==> src/rtl/rr_mux_arbiter.sv <==
//------------------------------------------------------------------------------
// rr_mux_arbiter
//
// Round-robin arbiter and scheduler in front of a shared N-bit 4:1 data mux.
// Up to four requesters compete for one output bus. The block:
//   - picks a winner by scanning req from a rotating start index (ptr),
//   - drives a registered one-hot grant and the matching mux select,
//   - registers the selected requester's data onto F, with valid flagging it,
//   - limits every grant to MAX_HOLD consecutive transfers so no requester
//     can starve the others.
//
// Parameters
//   N         data width of each input and of F
//   MAX_HOLD  maximum consecutive transfers per grant (>= 1)
//
// Ports
//   clk      in   1   single clock, all state updates on the rising edge
//   reset    in   1   synchronous, active-high reset
//   req      in   4   request per requester, bit i = requester i
//   I0..I3   in   N   data from requester 0..3
//   grant    out  4   registered one-hot grant, zero when nobody is granted
//   sel      out  2   mux select, index of the granted requester
//   busy     out  1   high while a grant is held
//   F        out  N   registered mux output
//   valid    out  1   F holds a transfer made in the previous cycle
//------------------------------------------------------------------------------
module rr_mux_arbiter #(
   parameter int N        = 16,
   parameter int MAX_HOLD = 4
) (
   input  logic         clk,
   input  logic         reset,
   input  logic [3:0]   req,
   input  logic [N-1:0] I0,
   input  logic [N-1:0] I1,
   input  logic [N-1:0] I2,
   input  logic [N-1:0] I3,
   output logic [3:0]   grant,
   output logic [1:0]   sel,
   output logic         busy,
   output logic [N-1:0] F,
   output logic         valid
);

   localparam int CW = $clog2(MAX_HOLD + 1);

   // Last transfer index of a hold window; a transfer at this count ends it.
   localparam logic [CW-1:0] HOLD_LAST = CW'(MAX_HOLD - 1);

   typedef enum logic {
      IDLE  = 1'b0,
      GRANT = 1'b1
   } state_t;

   //---------------------------------------------------------------------------
   // Registers
   //---------------------------------------------------------------------------
   state_t          state_q,    state_d;
   logic [3:0]      grant_q,    grant_d;
   logic [1:0]      sel_q,      sel_d;
   logic [1:0]      ptr_q,      ptr_d;
   logic [CW-1:0]   hold_cnt_q, hold_cnt_d;
   logic [N-1:0]    f_q,        f_d;
   logic            valid_q,    valid_d;

   //---------------------------------------------------------------------------
   // Data inputs gathered into an array so the mux is a plain index.
   //---------------------------------------------------------------------------
   logic [N-1:0] din [4];

   always_comb begin
      din[0] = I0;
      din[1] = I1;
      din[2] = I2;
      din[3] = I3;
   end

   //---------------------------------------------------------------------------
   // Round-robin pick: returns {found, index} of the first set request bit
   // scanning start, start+1, ... modulo 4. The loop runs from the far end
   // back to the start so the closest candidate is written last and wins.
   //---------------------------------------------------------------------------
   function automatic logic [2:0] rr_pick(input logic [3:0] r, input logic [1:0] start);
      logic [2:0] res;
      logic [1:0] idx;
      res = 3'b000;
      for (int k = 3; k >= 0; k--) begin
         idx = start + 2'(k);
         if (r[idx]) begin
            res = {1'b1, idx};
         end
      end
      return res;
   endfunction

   //---------------------------------------------------------------------------
   // Arbitration decode
   //---------------------------------------------------------------------------
   logic [2:0] idle_pick;   // winner when starting from IDLE (scan from ptr)
   logic [2:0] rel_pick;    // winner on release (scan from sel+1)
   logic [1:0] sel_next;    // sel + 1, wraps 3 -> 0
   logic       xfer;        // transfer happens this cycle
   logic       release_now; // current grant ends at this edge

   always_comb begin
      sel_next    = sel_q + 2'd1;
      idle_pick   = rr_pick(req, ptr_q);
      rel_pick    = rr_pick(req, sel_next);
      xfer        = (state_q == GRANT) && req[sel_q];
      // A dropped request or an exhausted hold window both end the grant.
      release_now = (state_q == GRANT) &&
                    (!req[sel_q] || (hold_cnt_q == HOLD_LAST));
   end

   //---------------------------------------------------------------------------
   // Next-state logic
   //---------------------------------------------------------------------------
   always_comb begin
      state_d    = state_q;
      grant_d    = grant_q;
      sel_d      = sel_q;
      ptr_d      = ptr_q;
      hold_cnt_d = hold_cnt_q;
      f_d        = f_q;
      valid_d    = 1'b0;

      case (state_q)
         IDLE: begin
            if (idle_pick[2]) begin
               state_d    = GRANT;
               grant_d    = 4'b0001 << idle_pick[1:0];
               sel_d      = idle_pick[1:0];
               hold_cnt_d = '0;
            end
         end

         GRANT: begin
            if (xfer) begin
               f_d        = din[sel_q];
               valid_d    = 1'b1;
               hold_cnt_d = hold_cnt_q + CW'(1);
            end

            if (release_now) begin
               ptr_d = sel_next;
               if (rel_pick[2]) begin
                  // Hand over without an idle bubble. If the same requester is
                  // the only one asking, it simply starts a fresh window.
                  grant_d    = 4'b0001 << rel_pick[1:0];
                  sel_d      = rel_pick[1:0];
                  hold_cnt_d = '0;
               end else begin
                  // Nobody left: drop the grant, keep sel as it was.
                  grant_d    = 4'b0000;
                  hold_cnt_d = '0;
                  state_d    = IDLE;
               end
            end
         end

         default: begin
            state_d = IDLE;
            grant_d = 4'b0000;
         end
      endcase
   end

   //---------------------------------------------------------------------------
   // State registers
   //---------------------------------------------------------------------------
   always_ff @(posedge clk) begin
      if (reset) begin
         state_q    <= IDLE;
         grant_q    <= 4'b0000;
         sel_q      <= 2'd0;
         ptr_q      <= 2'd0;
         hold_cnt_q <= '0;
         f_q        <= '0;
         valid_q    <= 1'b0;
      end else begin
         state_q    <= state_d;
         grant_q    <= grant_d;
         sel_q      <= sel_d;
         ptr_q      <= ptr_d;
         hold_cnt_q <= hold_cnt_d;
         f_q        <= f_d;
         valid_q    <= valid_d;
      end
   end

   //---------------------------------------------------------------------------
   // Outputs
   //---------------------------------------------------------------------------
   assign grant = grant_q;
   assign sel   = sel_q;
   assign busy  = (state_q == GRANT);
   assign F     = f_q;
   assign valid = valid_q;

endmodule

==> config.mk <==
export PLATFORM = sky130hd
export DESIGN_NAME = rr_mux_arbiter
export DESIGN_NICKNAME = d
export VERILOG_FILES = /design/src/rtl/rr_mux_arbiter.sv
export SDC_FILE = /design/constraint.sdc
export NUM_CORES = 1
export LEC_CHECK = 0
export ABC_AREA = 1
export CAP_MARGIN = 20
export CORE_UTILIZATION = 45
export CTS_CLUSTER_SIZE = 14
export DETAILED_ROUTE_END_ITERATION = 8
export PLACE_DENSITY = 0.92
export SLEW_MARGIN = 10
export SYNTH_ARGS = -nofsm -noshare
export SYNTH_HDL_FRONTEND = slang
export SYNTH_SLANG_ARGS = --single-unit
==> constraint.sdc <==
create_clock -name clk -period 2.7 [get_ports clk]
set_input_delay 0.27 -clock clk [delete_from_list [all_inputs] [get_ports clk]]
set_output_delay 0.27 -clock clk [all_outputs]
set_load 0.02 [all_outputs]
# Word level (Yosys, flattened, before mapping)
# Cells that the tools add are included.
[op_classes]
mux = 46
bitwise = 2
eq_ne = 5
n_reduce_logical = 10
shifts = 2
n_addsub = 8
n_lt_le_gt_ge = 10
[op_table]
columns = ["cell", "count"]
rows = [
  ["3-bit 2-to-1 mux", 11],
  ["16-bit binary-select mux with 2-bit select", 1],
  ["16-bit 2-to-1 mux", 2],
  ["2-bit by 3-bit less-than comparator with 1-bit output (second input constant)", 9],
  ["1-bit binary-select mux with 2-bit select", 9],
  ["1-bit 2-to-1 mux", 13],
  ["4-bit 2-to-1 mux", 3],
  ["2-bit adder (second input constant)", 4],
  ["4-bit case mux with 2 select lines", 1],
  ["2-bit AND reduction", 4],
  ["1-bit by 2-bit left shift with 4-bit output (first input constant)", 2],
  ["2-bit by 1-bit adder with 2-bit output (second input constant)", 3],
  ["2-bit 2-to-1 mux", 3],
  ["3-bit case mux with 2 select lines", 1],
  ["2-bit by 1-bit != test with 1-bit output (second input constant)", 2],
  ["2-bit case mux with 2 select lines", 1],
  ["3-bit by 1-bit adder with 3-bit output (second input constant)", 1],
  ["3-bit by 2-bit equality test with 1-bit output (second input constant)", 1],
  ["3-bit greater-or-equal comparator (second input constant)", 1],
  ["3-bit by 1-bit != test with 1-bit output (second input constant)", 1],
  ["2-bit inverter with 3-bit output", 1],
  ["3-bit AND reduction", 1],
  ["1-bit logical AND", 2],
  ["2-bit != test (second input constant)", 1],
  ["5 further kinds", 5],
]
[word_totals]
word_cells = 90
ff_bits = 29

# Longest topological paths before layout
# Gate-level depths: netlist (run 1).
[logic_depth]
ltp_word = 12
ltp_mapped = 14
mapped_depth_nobuf = 14

# Least setup slack after synthesis (run 1)
# OpenSTA, ideal clock, no wires.
[synth_path]
kind = "register to register"
from = "reg sel_q[0], in the netlist sel[0]"
to = "reg grant_q[1], in the netlist grant[1]"
slack_ps = 1042
path_buffers = 1
period_less_slack_ps = 1658
stages_incl_launch_ff = 15
setup_time_ps = 109
required_ps = 2591
t_arrival_ps = 1549
cell_sequence = "dfxtp_1 > inv_2 > buf_6 > nand2_2 > nand2_2 > nand2_1 > nand2_2 > nor2_4 > nand2_4 > nor2_4 > nor2_4 > nor2_1 > nor2_1 > nand2_1 > inv_1"
[synth_via]
elab_chain_len = 12
word_cells_on_any_way = 27
[synth_lines]
columns = ["item", "line_no", "text"]
rows = [
  ["start, declared", "60", "logic [1:0] sel_q, sel_d;"],
  ["start signal, assigned", "183", "sel_q <= sel_d;"],
  ["2-bit by 1-bit adder with 2-bit output", "106", "sel_next = sel_q + 2'd1;"],
  ["2-bit adder", "88", "idx = start + 2'(k);"],
  ["1-bit binary-select mux with 2-bit select", "89", "if (r[idx]) begin"],
  ["1-bit 2-to-1 mux (not written as such)", "89", ""],
  ["3-bit 2-to-1 mux (4 in a row)", "89", ""],
  ["1-bit by 2-bit left shift with 4-bit output", "149", "grant_d = 4'b0001 << rel_pick[1:0];"],
  ["4-bit 2-to-1 mux", "146", "if (rel_pick[2]) begin"],
  ["4-bit 2-to-1 mux", "144", "if (release_now) begin"],
  ["4-bit case mux with 2 select lines", "127", "case (state_q)"],
  ["end signal, assigned", "182", "grant_q <= grant_d;"],
  ["end, declared", "59", "logic [3:0] grant_q, grant_d;"],
]
# Several ways; a longest one is shown, not always the timed one. The select of a mux whose other input is x is not followed.
# A chain may end at the register's enable or synchronous reset.

# Worst setup path in the final report (run 1)
[layout_path]
from = "reg sel_q[1], in the netlist sel[1]"
to = "reg f_q[11], in the netlist F[11]"
[layout_via]
elab_chain_len = 4
word_cells_on_any_way = 8
[layout_lines]
columns = ["item", "line_no", "text"]
rows = [
  ["1-bit binary-select mux with 2-bit select / 2-bit inverter with 3-bit output (equally long branches)", "109, 139", ""],
  ["1-bit 2-to-1 mux (not written as such) / 16-bit binary-select mux with 2-bit select (equally long branches)", "109, 139", ""],
  ["1-bit logical AND / 16-bit 2-to-1 mux (equally long branches)", "109, 139", ""],
  ["2-bit AND reduction (no source line) / 16-bit 2-to-1 mux (equally long branches)", "-", ""],
  ["end signal, assigned", "178", "f_q <= '0;"],
  ["end signal, assigned", "186", "f_q <= f_d;"],
  ["end, declared", "63", "logic [N-1:0] f_q, f_d;"],
]
# Several ways; a longest one is shown, not always the timed one. The select of a mux whose other input is x is not followed.

==> flow_summary.yaml, run 1 <==
yosys:
  synth_top_area_share_pct: 28.4
  syn_nets: 408
  synthAdderAreaFrac_pct: 1.22
  yosys-top-cells-area: "dfxtp_1 28%, nand2_1 14%, o21ai_0 9.6%"
  synthCells: 336
  synthXorXnorAreaFrac_pct: 0
  synth_compound_area_share_pct: 22.7
  synth.area.mux_share_pct: 0
  synth-simple-area-share_pct: 37.8
  synth_top_cell_by_area: "dfxtp_1"
  synth.yosys.warnings: 0
  synth_top_family_by_area: "simple AND/OR/NAND/NOR gates"
  ys_seq_area_share_pct: 28.4
  ys_types: 24
  ys_seq_elements: 29
  synth_area_mm2: 0.00204
  avgSynthCellArea_um2: 6.08
drt:
  wl_per_cell_um: 13.3
  vias: 2595
  firstDrtPassIters: 5
  ant_nets: 0
  routed_wl_um: 6300
  drc: 0
  avgViaCountPerCell: 5.47
  drt_iter0_drc: 199
sta:
  period_share_pct: 73.3
  slew_headroom_pct: 54.2
  min_period_ns: 1.98
  tightest_slew_ns: 0.687
  fmax_mhz: 505
  fin_tns_setup_ns: 0
  fin_skew_ns: 0.00652
  maxSlewViolCount: 0
  setup_viol: 0
  rsz0062_at_grt: "no"
  hold_violations: 0
run_status:
  status: "finished, final reports clean"
floorplan:
  die_y_um: 69.4
  start_util_pct: 46.9
  ios: 94
  die_area_mm2: 0.00481
  num_rows: 24
  die_w_um: 69.4
  core_mm2: 0.00435
pwr:
  p_per_area_mw_per_mm2: 917
  pwr-share-clk_pct: 12.9
  power_frac_seq_pct: 22.6
  ir_worst_vdd_uv: 428
  p_sw_share_pct: 48.4
  p_comb_share_pct: 64.5
  p_int_mw: 1.45
  p_switching_mw: 1.36
  finalPower_mw: 2.82
  power.leakage_nw: 1.30
critical_path:
  slowest_stage: "inv_1"
  endpoint_kind: "flip-flop"
  cp_max_fo: 22
  critical_path_class: "reg2reg"
  max_stage_delay_ns: 0.51
  cp.arrival_ns: 2.14
  cp-start-kind: "flip-flop"
  critPathTopFamily: "buffers and inverters"
  worstPathRequired_ns: 2.86
  cp_cell_sequence: "inv_1 > nand3_2 > o21ai_2 > buf_4 > nand2_2 > nand2_1 > a21oi_1"
  path_buf_inv: 2
cts:
  cts_num_sinks: 29
  htreeDepth: 2
  clock_latency_ns: 0.28
  cts_buffer_depth: 2
  ctsRootBufferMaster: "clkbuf_8"
  clk_pin_slew_ns: 0.06
  cts_hold_buf: 0
  cts_buffers: 5
  cts_tree: "done"
  post_cts_resized: 0
  cts_setup_buffers: 0
final_layout:
  antenna_cells: 0
  fillCellCount: 340
  design_area_mm2: 0.00307
  syn_to_final_growth_pct: 50.3
  final_nets: 494
  drive_above_1_share_pct: 8.06
  regArea_um2: 581
  multiInputGateArea_mm2: 0.00126
grt:
  track_usage_pct: 26.4
  grt_pass1_wl_um: 10300
  antenna_found_initial: 0
  grt_pass1_vias: 2447
  gr-total-overflow: 0
  grt_max_degree: 34
worst_hold_path:
  hold_path_class: "reg2reg"
placed_design:
  place.gp.congestion: 0.909
  placed_cell_area_mm2: 0.00298
  dpl.hpwl_um: 4750
  portBuffers: 93
job:
  maxCapViolCount: 0
worst min-delay path, cell delays in order (launching register included):
cell and delay (ns):
dfxtp_1 0.31, nand2_1 0.06, a21oi_1 0.05
cells in the final DEF, fill, tap and decap left out:
cell type	netlist	layout
buf_4	2	7
dfxtp_1	29	29
ha_1	2	2
nand3_1	37	37
clkbuf_1	11	1
clkdlybuf4s50_1	0	93
a21oi_1	27	27
o21ai_0	39	39
o21ai_1	2	2
nand2_4	1	1
inv_2	2	2
nor2_1	41	41
o21bai_1	2	2
nand3_2	2	2
or2_0	1	1
nand2_2	10	10
inv_1	23	23
clkbuf_8	0	6
nor2_2	1	1
nand2_1	75	75
o22ai_1	16	16
o21ai_2	1	1
nor2_4	4	4
registers in the layout, indices dropped and copies added (netlist names):
name,flops
F,16
busy,1
grant,4
hold_cnt_q,3
ptr_q,2
sel,2
valid,1
cell type report:
cell class | count | area share (%)
sequential | 29 | 18.9
timing repair buffer | 100 | 32.0
inverter | 25 | 3.06
clock buffer | 7 | 2.81
tap | 52 | 2.12
multi-input combinational | 261 | 41.1
Yosys cell counts:
cell type / instances
nor2_2: 1
clkbuf_1: 11
nand3_1: 37
nand2_1: 75
or2_0: 1
nor2_1: 41
o21ai_2: 1
inv_2: 2
o21bai_1: 2
nand2_4: 1
buf_6: 2
buf_1: 1
o21ai_1: 2
a21oi_1: 27
o21ai_0: 39
nand2_2: 10
buf_2: 5
nor2_4: 4
dfxtp_1: 29
buf_4: 2
nand3_2: 2
inv_1: 23
ha_1: 2
o22ai_1: 16
layer usage:
metal | track usage [%] | routed length (µm) | vias up
met4 | 11.8 | 206 | 0
met5 | 0 | 0 | -
met1 | 28.6 | 2410 | 1150
met3 | 7.12 | 590 | 22
met2 | 47.7 | 3090 | 140
li1 | - | - | 1283
path summary, 6_finish.rpt:
| check | start | cells past startpoint | to | slack [ns] |
|---|---|---|---|---|
| worst max-delay path | sel[1] | 7 | F[11] | 0.72 |
| worst min-delay path | F[9] | 2 | F[9] | 0.47 |
| worst max register to register | sel[1] | 7 | F[11] | 0.72 |
| worst min register to register | F[9] | 2 | F[9] | 0.47 |
power by group through the flow:
stage | Sequential (mW) | Combinational, mW | Clock, mW
after floorplan | 0.751 | 1.15 | 0
after global placement | 0.642 | 1.75 | 0
after detailed placement | 0.642 | 1.79 | 0
after CTS | 0.637 | 1.80 | 0.360
after global routing | 0.653 | 2.00 | 0.377
final | 0.637 | 1.82 | 0.364
stage by stage:
stage	cells	util [%]	hold WS [ns]	setup WS (ns)
after global placement	467	68.5	0.449	0.661
after global routing	474	70.5	0.481	0.520
after detailed placement	467	68.5	0.458	0.582
final	474	70.5	0.468	0.720
after floorplan	336	-	0.428	1.04
after CTS	474	70.5	0.468	0.742
cell families after synthesis:
| kind of cell | count (synthesis) |
|---|---|
| buffers and inverters | 46 |
| and+or+nand+nor | 172 |
| AOI/OAI and AO/OA | 87 |
| adders and majority gates | 2 |
| DFF | 29 |
(Power assumes the default switching activity.)
==> run 2, diff against run 1 <==
--- a/config.mk
+++ b/config.mk
@@ -7,10 +7,10 @@
 export LEC_CHECK = 0
 export ABC_AREA = 1
 export CAP_MARGIN = 20
-export CORE_UTILIZATION = 45
+export CORE_UTILIZATION = 38
 export CTS_CLUSTER_SIZE = 14
 export DETAILED_ROUTE_END_ITERATION = 8
-export PLACE_DENSITY = 0.92
+export PLACE_DENSITY = 0.84
 export SLEW_MARGIN = 10
 export SYNTH_ARGS = -nofsm -noshare
 export SYNTH_HDL_FRONTEND = slang
==> constraint.sdc (replaced) <==
create_clock -name clk -period 1.6 [get_ports clk]
set_input_delay 0.16 -clock clk [delete_from_list [all_inputs] [get_ports clk]]
set_output_delay 0.16 -clock clk [all_outputs]
set_load 0.02 [all_outputs]
==> flow_summary.yaml, run 2 (synthesized netlist as in run 1, its figures left out) <==
run_status:
  status: "finished with violations"
  violations: "setup timing"
cts:
  htreeDepth: 2
  ctsRootBufferMaster: "clkbuf_8"
  cts_num_sinks: 29
  cts_buffer_depth: 2
  cts_buffers: 5
  clk_pin_slew_ns: 0.07
  cts_tree: "done"
  cts_hold_buf: 0
  clock_latency_ns: 0.28
sta:
  setup_viol: 4
  tightest_slew_ns: 0.287
  slew_headroom_pct: 80.8
  fmax_mhz: 618
  min_period_ns: 1.62
  fin_tns_setup_ns: -0.0449
  period_share_pct: 101
  hold_violations: 0
  fin_skew_ns: 0.00856
  timing.final.ws_setup_ns: -0.0176
  maxSlewViolCount: 0
  rsz0062_at_grt: "yes"
final_layout:
  final_cell_mix: "90 x clkdlybuf4s50_1, 61 x nand2_1, 41 x nor2_1, 35 x o21ai_0, 31 x nand3_1"
  regArea_um2: 592
  layout_commonest_cell: "clkdlybuf4s50_1"
  antenna_cells: 0
  final_nets: 518
  multiInputGateArea_mm2: 0.00140
  design_area_mm2: 0.00348
  drive_above_1_share_pct: 20.1
  largest_register_ffs: 16
  instances_no_fill: 517
  fillCellCount: 454
  syn_to_final_growth_pct: 70.5
floorplan:
  ios: 94
  die_y_um: 75.3
  die_area_mm2: 0.00567
  core_mm2: 0.00514
  die_w_um: 75.3
  num_rows: 26
  start_util_pct: 39.8
drt:
  firstDrtPassIters: 4
  routed_wl_um: 6900
  avgViaCountPerCell: 5.10
  drt_iter0_drc: 128
  drc: 0
  ant_nets: 0
  wl_per_cell_um: 13.3
  vias: 2639
critical_path:
  cp_max_fo: 6
  cp_cell_sequence: "clkinvlp_4 > buf_12 > o21ai_4 > buf_4 > nand3_4 > inv_4 > nor2_4 > nor2_1 > nor2_1 > nand2_1 > inv_1"
  slowest_stage: "dfxtp_4"
  worstPathRequired_ns: 1.78
  endpoint_kind: "flip-flop"
  max_stage_delay_ns: 0.37
  cp-start-kind: "flip-flop"
  critical_path_class: "reg2reg"
  cp.arrival_ns: 1.80
  path_common_cell: "nor2_1"
pwr:
  power.leakage_nw: 1.50
  p_per_area_mw_per_mm2: 1600
  ir_worst_vdd_uv: 641
placed_design:
  placed_cell_area_mm2: 0.00315
  dpl.hpwl_um: 5050
  dp_slack_ns: -0.281
  place.gp.congestion: 0.830
  post-place-cells: 500
  portBuffers: 93
grt:
  grt_pass1_wl_um: 10600
  antenna_found_initial: 0
  grt_pass1_vias: 2491
  gr-total-overflow: 0
  grt_max_degree: 25
  track_usage_pct: 24.3
worst_hold_path:
  hold_path_class: "reg2reg"
job:
  maxCapViolCount: 0
==> run 2: cell type report <==
type / count / share of cell area, %
clock buffers: 6 / 2.08
clock inverters: 2 / 0.287
inverters: 25 / 2.95
multi-input cells: 261 / 40.3
flip-flops and latches: 29 / 17.0
well taps: 70 / 2.51
repair buffers: 124 / 34.9
==> run 2: layer usage <==
layer | track usage (%) | part of all wire (%) | vias to the layer above
met3 | 6.22 | 6.7 | 10
met1 | 27.6 | 41 | 1197
li1 | - | - | 1335
met4 | 8.64 | 1.8 | 0
met5 | 0 | 0 | -
met2 | 43.8 | 50 | 97
==> run 2: worst max-delay path, delay by kind of cell, from the launching register on <==
family          cells  cell delay, ns
compound gates      1            0.18
simple gates        5            0.34
flops               1            0.37
buf+inv             5            0.60
==> run 2: what timing repair did <==
item / in CTS / in global routing
resized for setup: 8 / 48
setup buffers: 1 / 8
pin swaps: 1 / 15
setup endpoints to repair: 29 / 27
==> run 2: final timing paths <==
| path | slack [ns] | cells past startpoint | endpoint | from |
|---|---|---|---|---|
| setup / recovery | -0.02 | 11 | grant[1] | sel[1] |
| hold / removal | 0.47 | 2 | F[13] | F[13] |
| hold reg to reg | 0.47 | 2 | F[13] | F[13] |
| setup reg to reg | -0.02 | 11 | grant[1] | sel[1] |
==> run 2: through the flow <==
| step | total power [mW] | hold slack (ns) | util (%) |
|---|---|---|---|
| after detailed placement | 4.44 | 0.449 | 61.2 |
| final | 5.59 | 0.467 | 67.8 |
| after floorplan | 3.22 | 0.428 | - |
| after global routing | 6.03 | 0.491 | 67.8 |
| after global placement | 4.38 | 0.444 | 61.2 |
| after CTS | 5.12 | 0.463 | 63.7 |
==> run 2: power breakdown <==
part	total, mW	switching, mW	internal (mW)	leakage, nW
Combinational	3.89	2.17	1.72	1.21
Sequential	1.11	0.169	0.945	0.240
Clock	0.586	0.286	0.301	0.0450
==> run 3, diff against run 2 <==
--- a/config.mk
+++ b/config.mk
@@ -8,7 +8,7 @@
 export ABC_AREA = 1
 export CAP_MARGIN = 20
 export CORE_UTILIZATION = 38
-export CTS_CLUSTER_SIZE = 14
+export CTS_CLUSTER_SIZE = 16
 export DETAILED_ROUTE_END_ITERATION = 8
 export PLACE_DENSITY = 0.84
 export SLEW_MARGIN = 10
==> results of run 3 <==
Final layout, timing and power as in run 2 (identical DEF).
==> edit, RTL diff (settings of run 2) <==
Change the parameter `MAX_HOLD` from 4 to 2.
--- a/src/rtl/rr_mux_arbiter.sv
+++ b/src/rtl/rr_mux_arbiter.sv
@@ -28,3 +28,3 @@
    parameter int N        = 16,
-   parameter int MAX_HOLD = 4
+   parameter int MAX_HOLD = 2
 ) (
Behaviour: not the same (Yosys sat finds a counterexample within 4 cycles, from zero or initial values and one cycle with reset high).
==> edit against run 2 <==
Clock skew fell by 0.0028 ns; global-route usage fell by 1.9 points; worst setup slack improved by 0.062 ns; critical path depth rose by 1; area after synthesis fell by 3.2%; sequential cell count fell by 1; power rose by 1.6%; cell area fell by 6.1%; final cell count fell by 2.9%; routed wire length fell by 6.3%; largest cell class unchanged; highest routed layer unchanged.
==> edit: results (changes against run 2) <==
transition time of the tightest slew-check pin = 0.306 ns (was 0.287 ns)
worst r2r dst = grant[2] (was grant[1])
Worst Hold Path EP = F[4] (was F[13])
total CTS buffers = 3 (was 5)
worst setup skew after layout = 0.00579 ns (was 0.00856 ns)
maximum number of pins on one net before global-route repair = 33 (was 25)
Switching Power = 2.75 mW (was 2.63 mW)
nets = 507 (was 518)
standby leakage power = 1.43 nW (was 1.50 nW)
cell with the biggest individual delay on the critical path = sky130_fd_sc_hd__dfxtp_2 (was sky130_fd_sc_hd__dfxtp_4)
net count after synthesis = 401 (was 408)
Total Routed Length = 6460 um (was 6900 um)
Placed Instance Area = 0.00309 sq mm (was 0.00315 sq mm)
worst reg2reg startpoint = ptr_q[1] (was sel[1])
Via-to-Cell Ratio = 5.07 (was 5.10)
first-pass GRT wire length = 9680 um (was 10600 um)
GP Congestion = 0.878 (was 0.830)
number of design-rule violations left by the first detailed-router iteration = 142 (was 128)
sequential fraction of design power = 19.4% (was 19.9%)
slack of the worst reg-to-reg path = 0.04 ns (was -0.02 ns)
placed wire-length estimate after detailed placement = 4780 um (was 5050 um)
aggregate global-route resource usage = 22.4% (was 24.3%)
launch instance of the worst min-delay path = F[4] (was F[13])
cell count of the worst hold path = 2 (unchanged)
Arrival @ worst endpoint = 1.78 ns (was 1.80 ns)
worst-case reg-to-reg path depth = 12 (was 11)
layout cell share with drive strength beyond 1 = 17.7% (was 20.1%)
share of the yosys chip area belonging to registers = 28.4% (about the same)
number of levels the H-tree was split into = 1 (was 2)
fillcell total = 422 (was 454)
top cells by area in the synthesized netlist = sky130_fd_sc_hd__dfxtp_1 28%, sky130_fd_sc_hd__nand2_1 17%, sky130_fd_sc_hd__nor2_1 9.3%, sky130_fd_sc_hd__o21ai_0 9.1%, sky130_fd_sc_hd__a21oi_1 5.1% (was sky130_fd_sc_hd__dfxtp_1 28%, sky130_fd_sc_hd__nand2_1 14%, sky130_fd_sc_hd__o21ai_0 9.6%, sky130_fd_sc_hd__nand3_1 9.1%, sky130_fd_sc_hd__nor2_1 7.5%)
run status = finished clean (was finished, violations left)
maximum net fanout on the critical path = 4 (was 6)
share of total power in the clock network = 9.9% (was 10.5%)
total inserted antenna cells = 0 (unchanged)
clock-pin slew of the registers on the worst-case setup and hold paths = 0.10 ns (was 0.07 ns)
worst voltage drop across the vdd grid = 1060 uV (was 641 uV)
overall die width = 74.1 um (was 75.3 um)
most common library cells after synthesis = 89 x sky130_fd_sc_hd__nand2_1, 49 x sky130_fd_sc_hd__nor2_1, 36 x sky130_fd_sc_hd__o21ai_0 (was 75 x sky130_fd_sc_hd__nand2_1, 41 x sky130_fd_sc_hd__nor2_1, 39 x sky130_fd_sc_hd__o21ai_0)
==> edit: worst max-delay path: cells and delay by family, from the launching register on <==
family | cells | cell delay [ns]
flops | 1 | 0.38
buf+inv | 2 | 0.14
compound gates | 1 | 0.18
simple gates | 9 | 0.79
==> edit: area by class of cell <==
class	count	area share, %
flip-flops and latches	28	17.4
inverters	28	3.29
clock buffers	3	1.26
multi-input cells	258	40.0
well taps	67	2.56
clock inverters	1	0.918
repair buffers	117	34.5
==> edit: how the worst max path moves through the flow <==
stage / startpoint / endpoint
after floorplan: sel[1] / grant[3]
after global placement: req[3] / grant[0]
after detailed placement: req[2] / grant[0]
after CTS: sel[0] / grant[3]
after global routing: ptr_q[1] / grant[2]
final: ptr_q[1] / grant[2]
==> edit: kinds of logic (layout without fill, tap and decap cells) <==
kind of cell	count (synthesis)	after routing	synth area share, %
and+or+nand+nor	178	178	39.7
AOI/OAI and AO/OA	79	79	21.8
buffers and inverters	44	149	9.43
DFF	28	28	28.4
adders and majority gates	1	1	0.633
==> edit: metrics by stage <==
stage	utilization [%]	total power [mW]	std cells	worst slack [ns]
floorplan	-	3.52	330	0.0401
global placement	63.7	4.71	496	-0.0919
detailed placement	63.7	4.80	496	-0.148
CTS	65.6	5.43	500	0.00248
global route	67.5	6.20	502	-0.130
finish	67.5	5.68	502	0.0444
==> edit: metal layers <==
layer	GRT usage (%)	share of wire, %	up-vias	wire length, um
met3	6.10	9.9	13	641
met2	41.4	48	91	3110
li1	-	-	1286	-
met1	24.6	40	1154	2590
met5	0	0	-	0
met4	7.05	1.8	0	114
==> edit: timing repair <==
| action | in CTS | in global routing |
|---|---|---|
| gates resized for setup | 11 | 26 |
| pin swaps | 2 | 16 |
| buffers inserted | 0 | 2 |
| endpoints found under the setup margin | 5 | 8 |
